==> config.mk <==
export PLATFORM = sky130hd
export DESIGN_NAME = mem_port_arbiter
export DESIGN_NICKNAME = d
export VERILOG_FILES = /design/src/rtl/mem_arb_pkg.sv /design/src/rtl/mem_arb_wdog.sv /design/src/rtl/mem_port_arbiter.sv
export SDC_FILE = /design/constraint.sdc
export NUM_CORES = 1
export LEC_CHECK = 0
export BUFFER_PORTS_ARGS = -buffer_cell sky130_fd_sc_hd__buf_4
export CORE_MARGIN = 10
export CORE_UTILIZATION = 28
export DETAILED_ROUTE_END_ITERATION = 10
export GPL_TIMING_DRIVEN = 0
export PLACE_DENSITY = 0.56
export SLEW_MARGIN = 20
export SYNTH_ARGS = -nofsm -noshare
export SYNTH_HDL_FRONTEND = slang
export SYNTH_SLANG_ARGS = --single-unit
==> constraint.sdc <==
create_clock -name clk -period 1.8 [get_ports clk]
set_input_delay 0.36 -clock clk [delete_from_list [all_inputs] [get_ports clk]]
set_output_delay 0.36 -clock clk [all_outputs]
set_load 0.01 [all_outputs]
==> src/rtl/mem_arb_pkg.sv <==
// Shared types and default widths for the unified-memory port arbiter.
// Latency: n/a (types only).
// Backpressure: n/a (types only).
package mem_arb_pkg;

  localparam int DEF_AW = 8;
  localparam int DEF_DW = 8;

  typedef enum logic [1:0] {
    IDLE = 2'd0,
    BUSY = 2'd1,
    RESP = 2'd2
  } state_e;

  typedef enum logic {
    GNT_IF = 1'b0,
    GNT_D  = 1'b1
  } gnt_e;

endpackage

==> src/rtl/mem_arb_wdog.sv <==
// Saturating watchdog counting BUSY cycles without a memory acknowledge.
// Latency: expired_o is combinational on the cycle the count would reach TIMEOUT.
// Backpressure: none; the counter holds whenever en_i is low.
module mem_arb_wdog #(
  parameter int TIMEOUT = 15
) (
  input  logic clk,
  input  logic rst_n,
  input  logic clr_i,
  input  logic en_i,
  output logic expired_o
);

  localparam int CW = $clog2(TIMEOUT + 1);
  localparam logic [CW-1:0] LIMIT = CW'(TIMEOUT - 1);
  localparam logic [CW-1:0] MAXV  = CW'(TIMEOUT);

  logic [CW-1:0] cnt_q, cnt_d;

  // Clear on a new grant, count up while enabled, saturate at TIMEOUT.
  always_comb begin
    cnt_d = cnt_q;
    if (clr_i) begin
      cnt_d = '0;
    end else if (en_i && (cnt_q != MAXV)) begin
      cnt_d = cnt_q + CW'(1);
    end
  end

  // Counter register.
  always_ff @(posedge clk or negedge rst_n) begin
    if (!rst_n) begin
      cnt_q <= '0;
    end else begin
      cnt_q <= cnt_d;
    end
  end

  // This enabled cycle is the TIMEOUT-th one without an acknowledge.
  assign expired_o = en_i && (cnt_q >= LIMIT);

endmodule

==> src/rtl/mem_port_arbiter.sv <==
// Arbitrates a single-port memory between fetch and load/store; optional round-robin tie-break via MEM_ARB_RR_EN.
// Latency: grant in IDLE, mem_req next cycle, done pulse one cycle after mem_ack (3-cycle minimum period).
// Backpressure: requesters hold req until done; stalls are combinational; no access is cancelled once started.
module mem_port_arbiter
  import mem_arb_pkg::*;
#(
  parameter int AW      = DEF_AW,
  parameter int DW      = DEF_DW,
  parameter int TIMEOUT = 15
) (
  input  logic          clk,
  input  logic          rst_n,
  input  logic          if_req,
  input  logic [AW-1:0] if_addr,
  output logic [DW-1:0] if_rdata,
  output logic          if_done,
  output logic          if_stall,
  input  logic          d_req,
  input  logic          d_we,
  input  logic [AW-1:0] d_addr,
  input  logic [DW-1:0] d_wdata,
  output logic [DW-1:0] d_rdata,
  output logic          d_done,
  output logic          d_stall,
  output logic          mem_req,
  output logic          mem_we,
  output logic [AW-1:0] mem_addr,
  output logic [DW-1:0] mem_wdata,
  input  logic [DW-1:0] mem_rdata,
  input  logic          mem_ack,
  output logic          bus_err
);

  state_e        state_q, state_d;
  gnt_e          gnt_q, gnt_d, winner;
  logic          mem_req_q, mem_req_d;
  logic          mem_we_q, mem_we_d;
  logic [AW-1:0] mem_addr_q, mem_addr_d;
  logic [DW-1:0] mem_wdata_q, mem_wdata_d;
  logic [DW-1:0] if_rdata_q, if_rdata_d;
  logic [DW-1:0] d_rdata_q, d_rdata_d;
  logic          bus_err_q, bus_err_d;
  logic          any_req, tie, grant;
  logic          wd_en, wd_expired;

  assign any_req = if_req | d_req;
  assign tie     = if_req & d_req;
  assign grant   = (state_q == IDLE) && any_req;
  assign wd_en   = (state_q == BUSY) && !mem_ack;

`ifdef MEM_ARB_RR_EN
  // Holds the requester that took the previous tie; reset to data so fetch takes the first tie.
  gnt_e tie_win_q, tie_win_d;

  // Winner selection: on a tie the previous tie winner yields.
  always_comb begin
    tie_win_d = tie_win_q;
    winner    = d_req ? GNT_D : GNT_IF;
    if (tie) begin
      winner = (tie_win_q == GNT_D) ? GNT_IF : GNT_D;
      if (grant) begin
        tie_win_d = winner;
      end
    end
  end

  // Tie-history register.
  always_ff @(posedge clk or negedge rst_n) begin
    if (!rst_n) begin
      tie_win_q <= GNT_D;
    end else begin
      tie_win_q <= tie_win_d;
    end
  end
`else
  // Winner selection: data belongs to the older instruction, so it wins ties.
  always_comb begin
    winner = d_req ? GNT_D : GNT_IF;
  end
`endif

  mem_arb_wdog #(
    .TIMEOUT (TIMEOUT)
  ) u_wdog (
    .clk       (clk),
    .rst_n     (rst_n),
    .clr_i     (grant),
    .en_i      (wd_en),
    .expired_o (wd_expired)
  );

  // FSM state register.
  always_ff @(posedge clk or negedge rst_n) begin
    if (!rst_n) begin
      state_q <= IDLE;
    end else begin
      state_q <= state_d;
    end
  end

  // FSM next-state: an access always runs to RESP, by acknowledge or by watchdog.
  always_comb begin
    state_d = state_q;
    case (state_q)
      IDLE:    if (any_req) state_d = BUSY;
      BUSY:    if (mem_ack || wd_expired) state_d = RESP;
      RESP:    state_d = IDLE;
      default: state_d = IDLE;
    endcase
  end

  // FSM outputs: done pulses in RESP for the granted side; stalls follow req/done directly.
  always_comb begin
    if_done  = (state_q == RESP) && (gnt_q == GNT_IF);
    d_done   = (state_q == RESP) && (gnt_q == GNT_D);
    if_stall = if_req & ~if_done;
    d_stall  = d_req & ~d_done;
  end

  // Datapath next-state: latch the access on grant, capture or abort it in BUSY.
  always_comb begin
    gnt_d       = gnt_q;
    mem_req_d   = mem_req_q;
    mem_we_d    = mem_we_q;
    mem_addr_d  = mem_addr_q;
    mem_wdata_d = mem_wdata_q;
    if_rdata_d  = if_rdata_q;
    d_rdata_d   = d_rdata_q;
    bus_err_d   = bus_err_q;
    if (grant) begin
      gnt_d     = winner;
      mem_req_d = 1'b1;
      if (winner == GNT_D) begin
        mem_we_d    = d_we;
        mem_addr_d  = d_addr;
        mem_wdata_d = d_wdata;
      end else begin
        mem_we_d    = 1'b0;
        mem_addr_d  = if_addr;
        mem_wdata_d = '0;
      end
    end else if (state_q == BUSY) begin
      if (mem_ack) begin
        mem_req_d = 1'b0;
        if (gnt_q == GNT_D) begin
          d_rdata_d = mem_rdata;
        end else begin
          if_rdata_d = mem_rdata;
        end
      end else if (wd_expired) begin
        mem_req_d = 1'b0;
        bus_err_d = 1'b1;
        if (gnt_q == GNT_D) begin
          d_rdata_d = '0;
        end else begin
          if_rdata_d = '0;
        end
      end
    end
  end

  // Datapath registers; reset abandons any in-flight access.
  always_ff @(posedge clk or negedge rst_n) begin
    if (!rst_n) begin
      gnt_q       <= GNT_IF;
      mem_req_q   <= 1'b0;
      mem_we_q    <= 1'b0;
      mem_addr_q  <= '0;
      mem_wdata_q <= '0;
      if_rdata_q  <= '0;
      d_rdata_q   <= '0;
      bus_err_q   <= 1'b0;
    end else begin
      gnt_q       <= gnt_d;
      mem_req_q   <= mem_req_d;
      mem_we_q    <= mem_we_d;
      mem_addr_q  <= mem_addr_d;
      mem_wdata_q <= mem_wdata_d;
      if_rdata_q  <= if_rdata_d;
      d_rdata_q   <= d_rdata_d;
      bus_err_q   <= bus_err_d;
    end
  end

  assign mem_req   = mem_req_q;
  assign mem_we    = mem_we_q;
  assign mem_addr  = mem_addr_q;
  assign mem_wdata = mem_wdata_q;
  assign if_rdata  = if_rdata_q;
  assign d_rdata   = d_rdata_q;
  assign bus_err   = bus_err_q;

endmodule

==> Word level (Yosys, flattened, before mapping) <==
Cells that the tools add are included.
{ "word_totals": {"out_inout_bits": 39, "mem_count": 0, "mem_bits_rw": 0, "inputBits": 38, "elab_cells": 64, "romBits": 0, "ff_bits": 42, "latch_bits": 0} }
{ "op_classes": {"n_shift": 0, "mul": 0, "muxes": 21, "eq_ne": 5, "bitwise_logic": 8, "n_reduce_logical": 18, "div": 0, "n_addsub": 1, "n_lt_le_gt_ge": 1} }
{ "op_table": {"columns": ["op", "n"], "rows": [
  ["$mux W8", 10],
  ["$reduce_and A4 Y1", 3],
  ["$mux W4", 2],
  ["$logic_and A1 B1 Y1", 6],
  ["$mux W1", 6],
  ["$reduce_bool A2 Y1", 3],
  ["$not A1 Y1", 5],
  ["$add A4 B1 Y4 const B", 1],
  ["$ge A4 B4 Y1 const B", 1],
  ["$mux W2", 2],
  ["$ne A2 B2 Y1 const B", 2],
  ["$ne A4 B4 Y1 const B", 1],
  ["$pmux W2 S2", 1],
  ["$reduce_and A2 Y1", 2],
  ["$reduce_bool A3 Y1", 1],
  ["$and A1 B1 Y1", 2],
  ["$eq A2 B1 Y1 const B", 1],
  ["$eq A2 B2 Y1 const B", 1],
  ["$logic_not A2 Y1", 1],
  ["$logic_not A1 Y1", 1],
  ["$logic_or A1 B1 Y1", 1],
  ["$or A1 B1 Y1", 1]
]} }

==> Logic depth before layout (Yosys ltp) <==
{ "logic_depth": {"depth_word": 7, "depth_mapped": 5, "depth_no_buf": 5} }

==> Hierarchy <==
From an unflattened synthesis, not the netlist that was laid out.
{ "unflattened": {"cells_unflattened": 134, "hier_area_um2": 1883.1} }
{ "by_module_without_submodules": {"columns": ["mod", "cells_per_inst", "seq_area_each_um2", "area_each_um2", "n_inst"], "rows": [
  ["mem_port_arbiter", 111, 950.9, 1621.6, 1],
  ["mem_arb_wdog", 23, 100.1, 261.5, 1]
]} }

==> Worst setup path before layout <==
OpenSTA, ideal clock, no wires.
{ "synth_path": {"kind": "reg-to-reg", "start": "register u_wdog.cnt_q[0]", "end": "register d_rdata_q[0], in the netlist d_rdata[0]", "synth_period_minus_slack_ps": 1458, "path_slack_ps": 342, "t_arrival_ps": 1392, "required_time_ps": 1734, "path_buffers": 0, "path_stages_with_launch": 6, "setup_time_ps": 66, "cell_sequence": "dfrtp_1 -> inv_1 -> ha_1 -> o211a_1 -> o21ai_1 -> a22o_1"} }
{ "synth_between": {"elab_chain_cells": 4} }
{ "synth_lines": {"columns": ["element", "line", "rtl"], "rows": [
  ["start: declaration", "mem_arb_wdog.sv:18", "logic [CW-1:0] cnt_q, cnt_d;"],
  ["start signal: assignment", "mem_arb_wdog.sv:35", "cnt_q <= cnt_d;"],
  ["$ge A4 B4 Y1", "mem_arb_wdog.sv:40", "assign expired_o = en_i && (cnt_q >= LIMIT);"],
  ["$logic_and A1 B1 Y1", "mem_arb_wdog.sv:40", null],
  ["$reduce_bool A2 Y1 (no source line)", null, null],
  ["$reduce_and A4 Y1 (no source line)", null, null],
  ["end signal: assignment", "mem_port_arbiter.sv:180", "d_rdata_q <= d_rdata_d;"],
  ["end: declaration", "mem_port_arbiter.sv:41", "logic [DW-1:0] d_rdata_q, d_rdata_d;"]
]} }
Every way passes these cells.
A chain may end at the register's enable or synchronous reset.

==> Final worst setup path <==
{ "layout_path": {"start": "register state_q[1]", "end": "output port d_stall"} }
{ "layout_between": {"elab_chain_cells": 4} }
{ "layout_lines": {"columns": ["element", "line", "rtl"], "rows": [
  ["start: declaration", "mem_port_arbiter.sv:34", "state_e state_q, state_d;"],
  ["start signal: assignment", "mem_port_arbiter.sv:97", "state_q <= state_d;"],
  ["$eq A2 B2 Y1", "mem_port_arbiter.sv:115", "d_done = (state_q == RESP) && (gnt_q == GNT_D);"],
  ["$logic_and A1 B1 Y1", "mem_port_arbiter.sv:115", null],
  ["$not A1 Y1", "mem_port_arbiter.sv:117", "d_stall = d_req & ~d_done;"],
  ["$and A1 B1 Y1", "mem_port_arbiter.sv:117", null],
  ["end: declaration", "mem_port_arbiter.sv:24", "output logic d_stall,"]
]} }
Every way passes these cells.

==> flow_summary_export.csv <==
group,metric,value,unit
global_route,grt_max_degree,43,
timing,slew_violations,0,
die,die_w,98.7,um
global_route,antenna_found_initial,0,
yosys,syn_area,1740,um^2
timing,finalHoldViolations,0,
detailed_routing,dr_total_vias,1454,
detailed_routing,firstDrtPassIters,4,
pwr,cellLeakagePower,1.27,nW
cts,root_buffer,"clkbuf_8",
cts,clock-sinks,42,
timing,period_share,97.7,%
critical_path,cp_max_fo,6,
timing,slew_headroom,50.3,%
final_layout,syn2layout_area_growth,43.6,%
critical_path,worstPathCellList,"inv_1 -> nor3b_1 -> nor2_1 -> buf_4",
timing,worstMarginPinSlew,0.743,ns
die,dieArea,9750,um^2
global_route,grt_pass1_wl,7950,um
timing,min_period,1.76,ns
detailed_routing,drt-total-wl,4960,um
placement,place_hpwl,3790,um
cts,post-cts-setup-buffers,0,
detailed_routing,ant_nets,0,
global_route,grt_usage,9.77,%
run,max_cap_viol_count,0,
yosys,ys_types,23,
die,coreArea,5960,um^2
critical_path,r2r_cells,3,
critical_path,end_kind,"output pin",
critical_path,critical_path.reg2reg.startpoint,"state_q[0]",
critical_path,critPathSlowestCell,"dfrtp_1",
die,rows,28,
detailed_routing,drt-wirelength-per-cell,16.5,um
detailed_routing,drc_errors,0,
timing,fin_skew,0.0130,ns
critical_path,path_class,"reg -> out",
pwr,power_density,1560,nW/um^2
critical_path,cp_slowest_stage_delay,0.43,ns
final_layout,fill_cells,612,
cts,cts_tree,"yes",
cts,clockBufferDepth,2,
detailed_routing,dr.first_iter.drc_count,63,
placement,placed_cells,292,
final_layout,multi_input_area,648,um^2
yosys,yosysWarnings,0,
critical_path,worst_ep_arrival_time,1.40,ns
hold_path,hold_path_class,"in -> async",
cts,cts_buffers,5,
yosys,synth_nets,182,
yosys,seq_area_frac_synth,60.6,%
placement,place_congestion,0.706,
final_layout,layout_commonest_cell,"buf_4",
critical_path,startpoint_type,"register",
critical_path,r2r_slack,0.19,ns
timing,fmax,0.568,GHz
global_route,grt_overflow,0,
die,io_pins,77,
die,fp.dieH,98.7,um
timing,final-setup-viol-count,0,
yosys,syn_area_per_cell,12.2,um^2
final_layout,fin_cells,300,
detailed_routing,viasPerCell,4.85,
critical_path,worstReg2RegEnd,"mem_wdata[1]",
timing,rsz0062_at_grt,"yes",
final_layout,fin_util,41.8,%
yosys,syn-instance-count,142,
cts,insertion_delay,0.30,ns
critical_path,worst_ep_required_time,1.44,ns
status,outcome,"finished, final reports clean",
placement,io_buffers,75,
pwr,peakVddDrop,0.529,mV
global_route,grt_pass1_vias,1537,
final_layout,mostFrequentLayoutCells,"buf_4 (75), dfrtp_1 (42), a22o_1 (25)",
die,initial_core_util,29.1,%
cts,path_clk_slew,0.10,ns
final_layout,seqCellArea,1050,um^2
yosys,synth-seq-cells,42,
final_layout,layout-drive-gt1-share,39.1,%
final_layout,nets,264,
final_layout,antenna_cells,0,
cts,cts_htree_levels,2,
## how the worst max path moves through the flow
stage | from | endpoint | slack, ns | cells after the start
finish | state_q[1] | d_stall | 0.04 | 4
detailed placement | u_wdog.cnt_q[0] | d_rdata[0] | 0.03 | 5
global placement | u_wdog.cnt_q[0] | d_rdata[4] | 0.05 | 5
CTS | u_wdog.cnt_q[0] | d_rdata[0] | 0.004 | 5
global route | state_q[1] | d_stall | -0.06 | 4
floorplan | u_wdog.cnt_q[0] | d_rdata[0] | 0.34 | 5
## power breakdown
part           internal (mW)  switching [mW]  leakage, nW
Clock                  0.278           0.354       0.0408
Combinational          0.871           0.777        0.698
Sequential              1.34           0.256        0.530
## flip-flops by register name (all words and copies together) (netlist names), 2 cells and up
| signal | flops |
|---|---|
| mem_wdata | 8 |
| d_rdata | 8 |
| if_rdata | 8 |
| mem_addr | 8 |
| u_wdog.cnt_q | 4 |
| state_q | 2 |
## routing by layer
layer  up-vias  track usage (%)  wire length (um)
li1        692                -                 -
met1       689             13.6              2460
met4         0             2.98                41
met3         5             4.19               416
met2        68             13.2              2040
met5         -                0                 0
## synth_stat cells
cell type / n / share of area [%]
o21ai_0: 10 / 2.9
a21o_1: 2 / 0.86
inv_1: 4 / 0.86
or3b_4: 1 / 0.65
nor3_1: 2 / 0.58
nand3_1: 4 / 1.2
nor3b_1: 3 / 1.3
nor2b_1: 1 / 0.36
buf_2: 2 / 0.58
a21oi_1: 2 / 0.58
and3b_1: 1 / 0.50
ha_1: 2 / 1.4
nor2_1: 4 / 0.86
and2_0: 2 / 0.72
o211a_1: 2 / 1.2
o21ai_1: 14 / 4.0
dfrtp_1: 42 / 61
and3_1: 1 / 0.36
mux2i_1: 10 / 5.8
or2_1: 2 / 0.72
a22o_1: 25 / 13
clkbuf_1: 5 / 1.1
or3_1: 1 / 0.36
## cell families (layout without fill, tap and decap cells)
family	Yosys count	count (layout)	synth area share, %
compound gates	55	55	22.1
flops	42	42	60.6
buf+inv	11	94	2.52
mux	10	10	5.77
simple gates	22	22	7.57
fa+ha+maj	2	2	1.44
## stage by stage
stage	TNS (ns)	hold slack, ns	instance area [um^2]	worst slack [ns]	power (mW)
global route	-0.140	0.0771	2490	-0.0645	4.17
CTS	0	0.0502	2480	0.00424	3.94
floorplan	0	0.0644	1740	0.342	2.40
detailed placement	0	0.391	2390	0.0317	3.29
global placement	0	0.386	2390	0.0537	3.27
finish	0	0.0369	2490	0.0406	3.88
## worst max-delay path, delay by kind of cell, from the launching register on
kind | cells | cell delay, ns
AND/OR/NAND/NOR | 2 | 0.44
flip-flops | 1 | 0.43
buffers and inverters | 2 | 0.25
## area by class of cell
type / count / share of cell area [%]
flip-flops and latches: 42 / 42.2
multi-input cells: 89 / 26.0
repair buffers: 75 / 22.6
well taps: 75 / 3.77
clock buffers: 5 / 2.76
plain buffers: 7 / 1.15
clock inverters: 3 / 0.954
inverters: 4 / 0.602
## what timing repair did
| item | CTS | global route |
|---|---|---|
| hold endpoints to repair | 0 | 0 |
| endpoints found under the setup margin | 0 | 19 |
| resized for setup | 0 | 2 |
| hold buffers | 0 | 0 |
No activity file was read; power rests on OpenSTA's default activity.
